**src/rtl/axis_switch_router_pkg.sv**
```systemverilog
// axis_switch_pkg: shared definitions for the 1-to-NUM_M AXI4-Stream router.
//   - state_e   : FSM state encoding (IDLE/ROUTE/DROP/BCAST)
//   - clog2     : ceiling log2 for elaboration-time sizing
//   - bcast_dest: all-ones TDEST value for a given TDEST width
package axis_switch_pkg;

  typedef enum logic [1:0] {
    IDLE  = 2'd0,
    ROUTE = 2'd1,
    DROP  = 2'd2,
    BCAST = 2'd3
  } state_e;

  function automatic int clog2(input int value);
    int res;
    int v;
    res = 0;
    v   = value - 1;
    while (v > 0) begin
      res = res + 1;
      v   = v >> 1;
    end
    return res;
  endfunction

  // All-ones TDEST of the given width (widths up to 16 bits).
  function automatic logic [15:0] bcast_dest(input int width);
    return 16'((32'd1 << width) - 32'd1);
  endfunction

endpackage

```
**src/rtl/axis_switch_router_if.sv**
```systemverilog
// axis_switch_router_if: stream bus between one source, the router and NUM_M sinks.
//   Slave side : i_s_tvalid/i_s_tlast/i_s_tdest/i_s_tdata in, o_s_tready out
//   Master side: i_m_tready in, o_m_tvalid/o_m_tdest/o_m_tdata/o_m_tlast out
//                (port i at [i*W +: W] in the packed vectors)
// Modports:
//   slave  - the router's view (consumes the source stream, drives the sinks)
//   master - the environment's view (drives the source stream and sink readies)
interface axis_switch_router_if #(
  parameter int NUM_M  = 2,
  parameter int DATA_W = 8,
  parameter int DEST_W = 5
);

  logic                     i_s_tvalid;
  logic                     i_s_tlast;
  logic [DEST_W-1:0]        i_s_tdest;
  logic [DATA_W-1:0]        i_s_tdata;
  logic                     o_s_tready;
  logic [NUM_M-1:0]         i_m_tready;
  logic [NUM_M-1:0]         o_m_tvalid;
  logic [NUM_M*DEST_W-1:0]  o_m_tdest;
  logic [NUM_M*DATA_W-1:0]  o_m_tdata;
  logic [NUM_M-1:0]         o_m_tlast;

  modport slave (
    input  i_s_tvalid, i_s_tlast, i_s_tdest, i_s_tdata, i_m_tready,
    output o_s_tready, o_m_tvalid, o_m_tdest, o_m_tdata, o_m_tlast
  );

  modport master (
    output i_s_tvalid, i_s_tlast, i_s_tdest, i_s_tdata, i_m_tready,
    input  o_s_tready, o_m_tvalid, o_m_tdest, o_m_tdata, o_m_tlast
  );

endinterface

```
**src/rtl/axis_switch_router_out_slice.sv**
```systemverilog
// axis_out_slice: one registered output slot of the router.
//   i_clk, i_rst          : clock, asynchronous active-high reset
//   i_load                : capture i_tdata/i_tdest/i_tlast and raise o_tvalid
//   i_tready              : downstream ready
//   o_tvalid/o_tdata/...  : registered master-side beat
//   o_free                : slot can take a new beat this cycle
module axis_out_slice #(
  parameter int DATA_W = 8,
  parameter int DEST_W = 5
) (
  input  logic              i_clk,
  input  logic              i_rst,
  input  logic              i_load,
  input  logic [DATA_W-1:0] i_tdata,
  input  logic [DEST_W-1:0] i_tdest,
  input  logic              i_tlast,
  input  logic              i_tready,
  output logic              o_tvalid,
  output logic [DATA_W-1:0] o_tdata,
  output logic [DEST_W-1:0] o_tdest,
  output logic              o_tlast,
  output logic              o_free
);

  logic              r_valid;
  logic [DATA_W-1:0] r_data;
  logic [DEST_W-1:0] r_dest;
  logic              r_last;

  always_ff @(posedge i_clk or posedge i_rst) begin
    if (i_rst) begin
      r_valid <= 1'b0;
      r_data  <= '0;
      r_dest  <= '0;
      r_last  <= 1'b0;
    end else begin
      // A load wins over completion: the slot is refilled in the same cycle
      // the held beat leaves, which keeps the path at full throughput.
      if (i_load) begin
        r_valid <= 1'b1;
        r_data  <= i_tdata;
        r_dest  <= i_tdest;
        r_last  <= i_tlast;
      end else if (r_valid && i_tready) begin
        r_valid <= 1'b0;
      end
    end
  end

  assign o_tvalid = r_valid;
  assign o_tdata  = r_data;
  assign o_tdest  = r_dest;
  assign o_tlast  = r_last;
  assign o_free   = !r_valid || i_tready;

endmodule

```
**src/rtl/axis_switch_router.sv**
```systemverilog
// axis_switch_router: 1-to-NUM_M AXI4-Stream packet router.
// The first-beat TDEST selects the output port; the route is held until TLAST.
// Undecodable TDEST values are consumed and dropped with a one-cycle o_decerr.
// Ports:
//   i_switch_clk, i_switch_rst : clock, asynchronous active-high reset
//   sw (slave modport)         : source stream in, NUM_M registered streams out
//   o_decerr                   : one-cycle pulse when a packet enters DROP
//   o_busy                     : high while a packet is being handled
// Optional build macro AXIS_SWITCH_BCAST_EN: all-ones TDEST copies the packet
// to every output port.
module axis_switch_router
  import axis_switch_pkg::*;
#(
  parameter int NUM_M  = 2,
  parameter int DATA_W = 8,
  parameter int DEST_W = 5
) (
  input  logic               i_switch_clk,
  input  logic               i_switch_rst,
  axis_switch_router_if.slave sw,
  output logic               o_decerr,
  output logic               o_busy
);

  localparam int SEL_W = clog2(NUM_M);
  localparam logic [DEST_W:0] NUM_M_D = (DEST_W+1)'(NUM_M);
`ifdef AXIS_SWITCH_BCAST_EN
  localparam logic [DEST_W-1:0] BCAST_DEST = DEST_W'(bcast_dest(DEST_W));
`endif

  state_e            r_state;
  logic [SEL_W-1:0]  r_sel;
  logic              r_decerr;
  logic              w_s_tready;
  logic              w_accept;
  logic              w_dest_ok;
  logic [NUM_M-1:0]  w_free;
  logic [NUM_M-1:0]  w_load;

  assign w_accept  = sw.i_s_tvalid && w_s_tready;
  assign w_dest_ok = {1'b0, sw.i_s_tdest} < NUM_M_D;

  // Source ready depends on which output slot(s) the locked route targets.
  always_comb begin
    w_s_tready = 1'b0;
    case (r_state)
      ROUTE:   w_s_tready = w_free[r_sel];
      DROP:    w_s_tready = 1'b1;
`ifdef AXIS_SWITCH_BCAST_EN
      BCAST:   w_s_tready = &w_free;
`endif
      default: w_s_tready = 1'b0;
    endcase
  end

  // The header beat is only inspected in IDLE, not consumed; it is accepted
  // again once the route state is set up.
  always_ff @(posedge i_switch_clk or posedge i_switch_rst) begin
    if (i_switch_rst) begin
      r_state  <= IDLE;
      r_sel    <= '0;
      r_decerr <= 1'b0;
    end else begin
      r_decerr <= 1'b0;
      case (r_state)
        IDLE: begin
          if (sw.i_s_tvalid) begin
            r_sel <= sw.i_s_tdest[SEL_W-1:0];
`ifdef AXIS_SWITCH_BCAST_EN
            if (sw.i_s_tdest == BCAST_DEST) begin
              r_state <= BCAST;
            end else
`endif
            if (w_dest_ok) begin
              r_state <= ROUTE;
            end else begin
              r_state  <= DROP;
              r_decerr <= 1'b1;
            end
          end
        end
        default: begin
          if (w_accept && sw.i_s_tlast) begin
            r_state <= IDLE;
          end
        end
      endcase
    end
  end

  assign o_decerr      = r_decerr;
  assign o_busy        = (r_state != IDLE);
  assign sw.o_s_tready = w_s_tready;

  genvar gi;
  generate
    for (gi = 0; gi < NUM_M; gi++) begin : g_slot
      logic w_hit;
`ifdef AXIS_SWITCH_BCAST_EN
      assign w_hit = ((r_state == ROUTE) && (r_sel == SEL_W'(gi))) ||
                     (r_state == BCAST);
`else
      assign w_hit = (r_state == ROUTE) && (r_sel == SEL_W'(gi));
`endif
      assign w_load[gi] = w_accept && w_hit;

      axis_out_slice #(
        .DATA_W (DATA_W),
        .DEST_W (DEST_W)
      ) u_slice (
        .i_clk    (i_switch_clk),
        .i_rst    (i_switch_rst),
        .i_load   (w_load[gi]),
        .i_tdata  (sw.i_s_tdata),
        .i_tdest  (sw.i_s_tdest),
        .i_tlast  (sw.i_s_tlast),
        .i_tready (sw.i_m_tready[gi]),
        .o_tvalid (sw.o_m_tvalid[gi]),
        .o_tdata  (sw.o_m_tdata[gi*DATA_W +: DATA_W]),
        .o_tdest  (sw.o_m_tdest[gi*DEST_W +: DEST_W]),
        .o_tlast  (sw.o_m_tlast[gi]),
        .o_free   (w_free[gi])
      );
    end
  endgenerate

endmodule

```
**src/flat_wrapper.sv**
```systemverilog
// flat-port wrapper written by rule: the top's interface ports become plain ports
module axis_switch_router_flat import axis_switch_pkg::*;
#(
  parameter int NUM_M  = 2,
  parameter int DATA_W = 8,
  parameter int DEST_W = 5
)
  (i_switch_clk, i_switch_rst, o_decerr, o_busy, sw_i_s_tvalid, sw_i_s_tlast, sw_i_s_tdest, sw_i_s_tdata, sw_i_m_tready, sw_o_s_tready, sw_o_m_tvalid, sw_o_m_tdest, sw_o_m_tdata, sw_o_m_tlast);
  axis_switch_router_if #(.NUM_M(NUM_M), .DATA_W(DATA_W), .DEST_W(DEST_W)) sw_i ();
  input  logic i_switch_clk;
  input  logic i_switch_rst;
  output logic o_decerr;
  output logic o_busy;
  input wire logic [$bits(sw_i.i_s_tvalid)-1:0] sw_i_s_tvalid;
  input wire logic [$bits(sw_i.i_s_tlast)-1:0] sw_i_s_tlast;
  input wire logic [$bits(sw_i.i_s_tdest)-1:0] sw_i_s_tdest;
  input wire logic [$bits(sw_i.i_s_tdata)-1:0] sw_i_s_tdata;
  input wire logic [$bits(sw_i.i_m_tready)-1:0] sw_i_m_tready;
  output wire logic [$bits(sw_i.o_s_tready)-1:0] sw_o_s_tready;
  output wire logic [$bits(sw_i.o_m_tvalid)-1:0] sw_o_m_tvalid;
  output wire logic [$bits(sw_i.o_m_tdest)-1:0] sw_o_m_tdest;
  output wire logic [$bits(sw_i.o_m_tdata)-1:0] sw_o_m_tdata;
  output wire logic [$bits(sw_i.o_m_tlast)-1:0] sw_o_m_tlast;
  assign sw_i.i_s_tvalid = sw_i_s_tvalid;
  assign sw_i.i_s_tlast = sw_i_s_tlast;
  assign sw_i.i_s_tdest = sw_i_s_tdest;
  assign sw_i.i_s_tdata = sw_i_s_tdata;
  assign sw_i.i_m_tready = sw_i_m_tready;
  assign sw_o_s_tready = sw_i.o_s_tready;
  assign sw_o_m_tvalid = sw_i.o_m_tvalid;
  assign sw_o_m_tdest = sw_i.o_m_tdest;
  assign sw_o_m_tdata = sw_i.o_m_tdata;
  assign sw_o_m_tlast = sw_i.o_m_tlast;
  axis_switch_router #(.NUM_M(NUM_M), .DATA_W(DATA_W), .DEST_W(DEST_W)) u_core (.i_switch_clk(i_switch_clk), .i_switch_rst(i_switch_rst), .sw(sw_i), .o_decerr(o_decerr), .o_busy(o_busy));
endmodule
```
**config.mk**
```make
export PLATFORM = sky130hd
export DESIGN_NAME = axis_switch_router_flat
export DESIGN_NICKNAME = d
export VERILOG_FILES = /design/src/rtl/axis_switch_router_pkg.sv /design/src/rtl/axis_switch_router_if.sv /design/src/rtl/axis_switch_router_out_slice.sv /design/src/rtl/axis_switch_router.sv /design/src/flat_wrapper.sv
export SDC_FILE = /design/constraint.sdc
export NUM_CORES = 1
export LEC_CHECK = 0
export CAP_MARGIN = 20
export CORE_ASPECT_RATIO = 1.25
export CORE_MARGIN = 2
export CORE_UTILIZATION = 35
export CTS_BUF_LIST = sky130_fd_sc_hd__clkbuf_8
export CTS_CLUSTER_SIZE = 28
export DETAILED_ROUTE_END_ITERATION = 12
export GPL_TIMING_DRIVEN = 0
export PLACE_DENSITY = 0.75
export SETUP_SLACK_MARGIN = 0.15
export SLEW_MARGIN = 10
export SYNTH_ARGS = -nofsm -noshare
export SYNTH_HDL_FRONTEND = slang
export SYNTH_HIERARCHICAL = 1
export SYNTH_SLANG_ARGS = --single-unit
export TNS_END_PERCENT = 30
```
**constraint.sdc**
```tcl
create_clock -name i_switch_clk -period 2.5 [get_ports i_switch_clk]
set_input_delay 0.375 -clock i_switch_clk [delete_from_list [all_inputs] [get_ports i_switch_clk]]
set_output_delay 0.375 -clock i_switch_clk [all_outputs]
set_load 0.1 [all_outputs]
```
==> metrics.md <==
| Metric | Value |
|---|---|
| Total track usage | 0.150 |
| Multi-input gate area | 568 um^2 |
| Routed wl met3 | 223 um |
| Count of endpoints failing setup in the final report | 0 |
| Detailed-routing iteration count for the pre-antenna-repair pass | 4 |
| Detailed-route wire length | 3270 um |
| Skew-Pair Late Insertion Delay | 280 ps |
| CORE AREA | 4100 um^2 |
| Antenna Diode Count | 0 |
| Number of buffers added by the clock tree synthesis step | 5 |
| Clock slew at reported path FFs | 70 ps |
| Actual transition at the worst max-transition pin | 996 ps |
| Xor/xnor share of the synthesized area | 0 |
| Gate count of the mapped netlist | 98 |
| Synthesized-area fraction occupied by ao, oa, aoi and oai cells | 0.0218 |
| Drt initial violations | 38 |
| Number of enable flip-flop cells after synthesis | 0 |
| Synth cell types | 18 |
| Total standard cell area after synthesis | 1500 um^2 |
| Final cycle utilization of the critical path | 0.900 |
| Clock tree root driver cell | clkbuf_8 |
| Final Critical Period | 2250 ps |
| Number of max-cap violations | 0 |
| Last weighted congestion value of the routability-driven placer | 0.897 |
| Synthesized Nets | 120 |
| Dominant cell type by area after synthesis | dfrtp_1 |
| Final hold viol count | 0 |
| RSZ-0062 raised after global routing | false |
| Synthesized-area fraction occupied by adder cells | 0.0251 |
| Wire length of the first global-routing pass | 5460 um |
| Total of fill cells in the finished design | 381 |
| Residual antenna-violating net count after detailed routing | 0 |
| Routed wirelength normalized by instance count | 15.4 um |
| Final slew viol count | 0 |
| Share of post-route cells with drive strength above 1 | 0.287 |
| Run status | completed |
| Yosys warns | 6 |
| Pin count of the biggest net entering global routing | 16 |
| Critical path start-end classification | reg2out |
| Wire length on met2 | 1730 um |
| Fmax | 445 MHz |
| Total die area | 4810 um^2 |
| Share of cell area taken by muxes after synthesis | 0.270 |
| Main combinational cell family by area after synthesis | multiplexers |
| Via count of the first global-routing pass | 1092 |
| Basic-gate share of the synthesized area counting and, or, nand and nor cells | 0.0544 |
| Data arrival at the endpoint of the critical path | 1870 ps |
| Die height | 77.1 um |
| Type of the worst min-delay path | in2async |
| Area growth from synthesis to layout | 45.1% |
| Met1 wire length | 1240 um |
| Post-detailed-route via-to-cell ratio | 4.64 |
| Post-route DRC | 0 |
| Top post-synthesis cells by area | dfrtp_1 57%, mux2_4 18%, mux2_2 8.3% |
| # hold bufs at CTS | 0 |
| Largest fanout of any net on the critical path | 3 |
| Commonest register cell after synthesis | dfrtp_1 |
| CTS tree | built |
| Most frequent cells after synthesis | 34 x dfrtp_1, 18 x mux2_4, 11 x mux2_2, 7 x inv_1 |
| FFs w/ async S/R, synth | 1.00 |
| Leftover overflow at the end of global routing | 0 |
| Relative slew slack | 0.334 |
| Flip-flop and latch count after synthesis | 34 |
| DR top layer | met4 |
| Number of top-level pins | 52 |
| Number of antenna violations at the first check in global routing | 0 |
| Width of the die | 62.5 um |
| Kind of end point of the critical path | output pin |
| Required time at the worst-slack endpoint | 2120 ps |
| Count of port buffers added during placement | 51 |
| Dominant cell by count in the synthesized netlist | dfrtp_1 |
| Area fraction of the dominant cell type after synthesis | 0.569 |
| Setup TNS | 0 ps |
| Sequential cell area | 858 um^2 |
| Synthesized area per cell | 15.3 um^2 |
| Number of sinks driven by the clock tree | 34 |
| Startpoint type of the worst setup path | flop |
| Via count | 989 |
| Max Buffers Root-to-Sink | 2 |
| H-tree depth | 2 |
| Std cell rows | 26 |
| DP HPWL | 2370 um |
| Effective utilization at floorplan | 0.365 |
| Post-route clock skew | 5.52 ps |
| # nets final | 178 |
| Part of the Yosys area used for sequential elements | 0.569 |
[area by class of cell]
type                    instances  area share
plain buffers                   4      0.0288
clock buffers                   5      0.0317
clock inverters                 3     0.00519
inverters                       7      0.0121
multi-input cells              53       0.262
flip-flops and latches         34       0.396
well taps                      56      0.0323
repair buffers                 51       0.232
[state kept, by name, indices dropped and copies added (netlist names)]
name	count
u_core/g_slot.u_slice/o_tdata	16
u_core/g_slot.u_slice/o_tdest	10
u_core/g_slot.u_slice/o_tlast	2
u_core/g_slot.u_slice/o_tvalid	2
u_core/o_decerr	1
u_core/r_sel	1
u_core/r_state	2
[worst max-delay path: stages, from the launching register on]
cell	delay, ps
dfrtp_1	370
inv_1	90
ha_1	220
inv_1	70
dlygate4sd2_1	850
[metal layers]
metal	vias to the layer above	GRT usage
li1	445	-
met1	493	0.163
met2	44	0.254
met3	7	0.0528
met4	0	0.0800
met5	-	0
[through the flow]
step / hold slack, ps / utilization / instances / setup slack, ps / instance area, um^2
2_1_floorplan: 141 / - / 98 / 104 / 1520
3_3_place_gp: 491 / 0.511 / 205 / -283 / 2100
3_5_place_dp: 493 / 0.511 / 205 / -289 / 2100
4_1_cts: 335 / 0.531 / 213 / 221 / 2180
5_1_grt: 357 / 0.529 / 213 / 178 / 2170
6_report: 340 / 0.529 / 213 / 251 / 2170
[placed cells by master, fill, tap and decap left out, drive strengths merged]
| cell type | Yosys | routed |
|---|---|---|
| clkdlybuf4s50 | 0 | 49 |
| dfrtp | 34 | 34 |
| mux2 | 29 | 29 |
| inv | 7 | 10 |
| clkbuf | 0 | 5 |
| buf | 4 | 5 |
| nand2 | 4 | 4 |
| nand2b | 4 | 4 |
| nor2 | 4 | 4 |
| a21oi | 3 | 3 |
| ha | 3 | 3 |
| dlygate4sd2 | 0 | 1 |
| mux2i | 1 | 1 |
| o21ai | 1 | 1 |
| nor4 | 1 | 1 |
| nand3 | 1 | 1 |
| o2111ai | 1 | 1 |
| and2 | 1 | 1 |
[path summary, 6_finish.rpt]
kind                                                            startpoint                                              end  slack, ps  cells past startpoint
hold / removal                                                i_switch_rst                        u_core/o_decerr$_DFF_PP0_        340                      2
min in group i_switch_clk  u_core/g_slot[0].u_slice/o_tdata[5]$_DFFE_PP0P_  u_core/g_slot[0].u_slice/o_tdata[5]$_DFFE_PP0P_        510                      1
hold reg to reg            u_core/g_slot[0].u_slice/o_tdata[5]$_DFFE_PP0P_  u_core/g_slot[0].u_slice/o_tdata[5]$_DFFE_PP0P_        510                      1
setup reg to reg                             u_core/r_state[0]$_DFFE_PP0P_  u_core/g_slot[1].u_slice/o_tdata[2]$_DFFE_PP0P_        510                      9
max in group asynchronous                                     i_switch_rst    u_core/g_slot[1].u_slice/o_tvalid$_DFFE_PP0P_       1470                      2
setup / recovery                             u_core/r_state[0]$_DFFE_PP0P_                                           o_busy        250                      4
[repair_timing]
item	CTS	global route
buffers inserted	0	0
endpoints found under the setup margin	2	1
gates resized for setup	4	2
[cells by family after synthesis]
kind of cell	count (synthesis)
and+or+nand+nor	15
AOI/OAI and AO/OA	5
adders and majority gates	3
muxes	30
buffers and inverters	11
DFF	34
Power is left out: the tool's default activity adds up to more than one toggle a clock period on the data nets, which glitch-free logic cannot reach.
==> patch 1 (same flow settings) <==
`DATA_W` is set to 8 in 4 places; all go to 10.
--- a/src/rtl/axis_switch_router_if.sv
+++ b/src/rtl/axis_switch_router_if.sv
@@ -7,7 +7,7 @@
 //   master - the environment's view (drives the source stream and sink readies)
 interface axis_switch_router_if #(
   parameter int NUM_M  = 2,
-  parameter int DATA_W = 8,
+  parameter int DATA_W = 10,
   parameter int DEST_W = 5
 );
 
--- a/src/rtl/axis_switch_router_out_slice.sv
+++ b/src/rtl/axis_switch_router_out_slice.sv
@@ -5,7 +5,7 @@
 //   o_tvalid/o_tdata/...  : registered master-side beat
 //   o_free                : slot can take a new beat this cycle
 module axis_out_slice #(
-  parameter int DATA_W = 8,
+  parameter int DATA_W = 10,
   parameter int DEST_W = 5
 ) (
   input  logic              i_clk,
--- a/src/rtl/axis_switch_router.sv
+++ b/src/rtl/axis_switch_router.sv
@@ -12,7 +12,7 @@
   import axis_switch_pkg::*;
 #(
   parameter int NUM_M  = 2,
-  parameter int DATA_W = 8,
+  parameter int DATA_W = 10,
   parameter int DEST_W = 5
 ) (
   input  logic               i_switch_clk,
--- a/src/flat_wrapper.sv
+++ b/src/flat_wrapper.sv
@@ -2,7 +2,7 @@
 module axis_switch_router_flat import axis_switch_pkg::*;
 #(
   parameter int NUM_M  = 2,
-  parameter int DATA_W = 8,
+  parameter int DATA_W = 10,
   parameter int DEST_W = 5
 )
   (i_switch_clk, i_switch_rst, o_decerr, o_busy, sw_i_s_tvalid, sw_i_s_tlast, sw_i_s_tdest, sw_i_s_tdata, sw_i_m_tready, sw_o_s_tready, sw_o_m_tvalid, sw_o_m_tdest, sw_o_m_tdata, sw_o_m_tlast);
Ports: changed (resized sw_i_s_tdata and sw_o_m_tdata); port bits go from 52 to 58. The function was not compared with the original's and may differ.
==> patch 1 against the original RTL <==
Setup slack improved by 0.041 ns. Count of clock-buffer cells in the layout unchanged. Sequential share of layout area rose by 0.27 points. Area after synthesis is 9.7% higher. Sequential cell count is 4 higher. Routed wire length rose by 12%. Critical path depth unchanged. Critical path type unchanged. Largest cell class unchanged. Design area is 11% higher.
Power is not shown: default switching activity piles up to over one toggle a cycle in this logic, so the estimate is an artifact.
==> patch 1: results (changes against the original RTL) <==
----------------------------------------------------
[Status]
  Outcome ... finished clean

[Critical path]
  Startpoint of the lowest-slack register-to-register path ... u_core/r_state[1]$_DFFE_PP0P_
  Endpoint of the most critical register-to-register path ... u_core/g_slot[1].u_slice/o_tdata[1]$_DFFE_PP0P_
  Internal reg-to-reg setup slack ... 0.48 ns (-0.03 ns)
  Worst Path Arrival ... 1.83 ns (-0.04 ns)
  Worst path max stage delay ... 0.85 ns (about the same)
  CP delay by family, top ... buffers and inverters

[Detailed routing]
  Total routed wire length on the met1 layer ... 1415 um (+14%)
  Via density per instance ... 4.699 (+1.2%)
  DR top layer ... met4
  First-pass iteration count of the detailed router ... 3 (-1)
  Detailed Route Iter0 Violations ... 67 (+76%)
  Overall routed net length ... 3671 um (+12%)
  Met3 WL post-DR ... 146 um (-35%)
  Detailed-routed wire length on met2 ... 2078 um (+20%)
  Routed wire length per instance ... 16.03 um (+4.3%)

[Cells and area]
  End-of-flow core utilization ... 53.96% (+1.0 points)
  Max FFs per register ... 20 (+4)
  Final layout net count ... 194 (+9.0%)
  Share of cells above drive strength 1 ... 30.41% (+1.7 points)

[Global routing]
  Global-route track usage on met1 ... 16.77% (+0.48 points)
  Tot GR Track Use ... 14.86% (-0.11 points)
  Number of global-route vias before repair ... 1186 (+8.6%)
  Global routing usage on met2 ... 27.35% (+2.0 points)
  Global-route wire length before repair ... 5851 um (+7.2%)
  Pin count of the biggest net entering global routing ... 18 (+2)
  Met3 global-route usage ... 3.221% (-2.1 points)

[Placement]
  Total of buffers placed on input and output ports ... 57 (+12%)
  Half-perimeter wire length of the detailed placement result ... 2658 um (+12%)
  Pre-CTS WS ... -0.2920 ns (-0.002946 ns)
  Number of instances in the placed design ... 221 (+7.8%)
  RePlAce Congestion ... 0.7163 (-20%)
  Post-DP Area ... 0.002303 mm^2 (+9.9%)

[Yosys]
  Syn Nets ... 130 (+8.3%)
  Post-synth ARST share ... 100.0% (unchanged)
  Top cells by count, synth ... dfrtp_1 (38), mux2_4 (18), mux2_2 (15), inv_1 (7)
  Ranking of synthesized cells by area ... dfrtp_1 (58%), mux2_4 (16%), mux2_2 (10%), buf_12 (2.4%), ha_1 (2.3%)
  Synthesized netlist cell count ... 106 (+8.2%)
  Sequential share of the synthesized area ... 57.97% (+1.1 points)

[Timing]
  Max transition margin ... 33.29% (-0.12 points)
  Worst setup skew after layout ... 0.005762 ns (+0.0002420 ns)
  Worst Hold Margin ... 0.3519 ns (+0.01207 ns)

[Clock network]
  Post-CTS Repair Setup Buffers ... 0 (unchanged)
  Clock transition at the register clock pins on the worst setup and hold paths after CTS ... 0.07 ns (about the same)
  Insertion delay to the later sink of the worst-skew pair ... 0.28 ns (about the same)
  Clock H-tree levels ... 2 (unchanged)

----------------------------------------------------
==> patch 1: area by class of cell <==
cell class                      count  area [um^2]
Clock inverter                      3        40.04
Buffer                              4        62.56
Timing Repair Buffer               57        564.3
Multi-Input combinational cell     57        613.1
Inverter                            7        26.28
Sequential cell                    38        958.4
Clock buffer                        5        68.82
Tap cell                           58        72.57
Fill cell                         384         2053
==> patch 1: what timing repair did <==
action	4_1_cts	5_1_grt
gates resized for setup	4	2
hold buffers	0	0
endpoints found under the setup margin	2	1
==> patch 1: logic make-up after synthesis <==
logic type | synth area share [%]
AND/OR/NAND/NOR | 4.958
multiplexers | 27.38
AO/OA/AOI/OAI | 1.983
buffers and inverters | 5.416
adder cells (fa/ha/maj) | 2.289
flip-flops | 57.97
==> patch 1: worst reg2reg max path, delay by kind of cell (launching register included) <==
family	cells	cell delay, ns
adder cells (fa/ha/maj)	1	0.30
flip-flops	1	0.37
multiplexers	1	0.31
AO/OA/AOI/OAI	1	0.20
buffers and inverters	3	0.40
AND/OR/NAND/NOR	3	0.33
==> patch 1: how the worst max path moves through the flow <==
stage / from / end / slack, ns / depth (start not counted)
4_1_cts: u_core/r_state[1]$_DFFE_PP0P_ / sw_o_s_tready / 0.20 / 5
6_report: u_core/r_state[1]$_DFFE_PP0P_ / o_busy / 0.29 / 4
3_3_place_gp: sw_i_m_tready[1] / sw_o_s_tready / -0.27 / 5
5_1_grt: u_core/r_state[0]$_DFFE_PP0P_ / o_busy / 0.20 / 4
2_1_floorplan: u_core/g_slot[1].u_slice/o_tvalid$_DFFE_PP0P_ / u_core/g_slot[0].u_slice/o_tdata[0]$_DFFE_PP0P_ / 0.09 / 8
3_5_place_dp: sw_i_m_tready[1] / sw_o_s_tready / -0.29 / 5
==> patch 2 (same settings) <==
Without the edit above. Register the output `o_decerr` once more, cleared by the reset; this adds one clock of latency there. The other outputs are not delayed to match. Comments in the files are not updated.
--- a/src/rtl/axis_switch_router.sv
+++ b/src/rtl/axis_switch_router.sv
@@ -88,7 +88,13 @@
     end
   end
 
-  assign o_decerr      = r_decerr;
+  always_ff @(posedge i_switch_clk or posedge i_switch_rst) begin
+    if (i_switch_rst) begin
+      o_decerr <= '0;
+    end else begin
+      o_decerr <= r_decerr;
+    end
+  end
   assign o_busy        = (r_state != IDLE);
   assign sw.o_s_tready = w_s_tready;
 
Behaviour: not the same (Yosys sat finds a counterexample within 4 cycles, from zero or initial values and one cycle with i_switch_rst high).
==> patch 2 against the original RTL <==
Clock skew is 0.0025 ns lower. Critical path depth increased by 1. Sequential cell count rose by 1. Setup slack worse by 0.031 ns. Via count is 1.8% higher. Sequential share of layout area about the same. Non-clock buffer count did not move. Routed wire length up 2.3%. Design area is 2.9% higher. Hold slack better by 0.0072 ns. Area after synthesis rose by 1.6%. Critical path type unchanged.
==> patch 2: results (changes against the original RTL) <==
----------------------------------------------------
[Status]
  Outcome ... finished clean

[Yosys]
  Count of warnings emitted by yosys ... 6 (unchanged)
  Top cells by count, synth ... dfrtp_1 (35), mux2_4 (18), mux2_2 (11), inv_1 (7)
  Ranking of synthesized cells by area ... dfrtp_1 (58%), mux2_4 (18%), mux2_2 (8.2%), buf_12 (2.6%), ha_1 (2.5%)
  Syn Nets ... 120 (unchanged)
  Sequential share of the synthesized area ... 57.66% (+0.76 points)

[Placement]
  Post-DP Area ... 0.002120 mm^2 (+1.1%)
  RePlAce Congestion ... 0.9230 (+2.9%)
  Half-perimeter wire length of the detailed placement result ... 2440 um (+3.1%)
  Pre-CTS WS ... -0.3317 ns (-0.04264 ns)

[Cells and area]
  Area of combinational cells with multiple inputs ... 566.8 um^2 (-0.22%)
  Fill cell instance count of the final layout ... 382 (+0.26%)
  Comb_multi_in ... 52 (-1.9%)
  Number of clock buffers in the layout ... 6 (+1)
  Final-layout non-clock buffer area share ... 25.45% (-0.68 points)
  Post-route design area ... 0.002232 mm^2 (+2.9%)
  Final-layout clock-cell area share ... 5.269% (+1.6 points)
  Sequential share of cell area ... 39.57% (about the same)

[Timing]
  Worst Hold Margin ... 0.3470 ns (+0.007169 ns)
  Maximum clock frequency ... 0.4386 GHz (-1.3%)
  Worst setup skew after layout ... 0.002971 ns (-0.002549 ns)
  Slew at the pin closest to its max-slew limit ... 0.9892 ns (-0.006546 ns)

[Critical path]
  Endpoint of the most critical register-to-register path ... u_core/g_slot[0].u_slice/o_tdata[6]$_DFFE_PP0P_
  First element of the critical path ... u_core/r_state[1]$_DFFE_PP0P_
  Slowest stage cell, crit path ... clkdlybuf4s18_2
  Maximum fanout along the worst path ... 4 (+1)
  Worst path max stage delay ... 0.57 ns (-0.28 ns)
  CP delay by family, top ... buffers and inverters
  End point of the critical path ... sw_o_s_tready
  Worst Path Arrival ... 1.90 ns (+0.03 ns)

[Global routing]
  Global routing usage on met2 ... 23.62% (-1.8 points)
  Met3 global-route usage ... 6.377% (+1.1 points)
  Number of global-route vias before repair ... 1153 (+5.6%)
  Global-route track usage on met1 ... 17.50% (+1.2 points)
  Tot GR Track Use ... 14.85% (-0.12 points)
  Global-route wire length before repair ... 5602 um (+2.7%)

[Clock network]
  Number of clock sinks ... 35 (+2.9%)

[Detailed routing]
  Detailed Route Iter0 Violations ... 28 (-26%)
  Overall routed net length ... 3349 um (+2.3%)
  Via density per instance ... 4.728 (+1.8%)

[Pwr]
  Net switching power of the design ... 0.6658 mW

----------------------------------------------------
patch 2: changes by cell type after synthesis:
cell / before / now
nor4_2: 1 / 0
a211o_1: 0 / 1
a31o_1: 0 / 1
a21oi_1: 3 / 0
nor4_1: 0 / 1
nand3_1: 1 / 2
o22ai_1: 0 / 1
o211ai_2: 0 / 1
and2_1: 1 / 0
nor2_2: 1 / 0
dfrtp_1: 34 / 35
o2111ai_1: 1 / 0
patch 2: per-layer routing:
layer / part of all wire (%) / vias to the layer above
met1: 41 / 495
met4: 1.7 / 0
li1: - / 449
met5: 0 / -
met2: 47 / 55
met3: 9.7 / 8
patch 2: logic make-up after synthesis:
family	synth area share, %
flops	57.66
simple gates	4.448
mux	26.61
fa+ha+maj	2.471
buf+inv	5.849
compound gates	2.966
patch 2: what timing repair did:
item	CTS	global route
buffers inserted	0	0
endpoints found under the setup margin	2	2
gates resized for setup	4	3
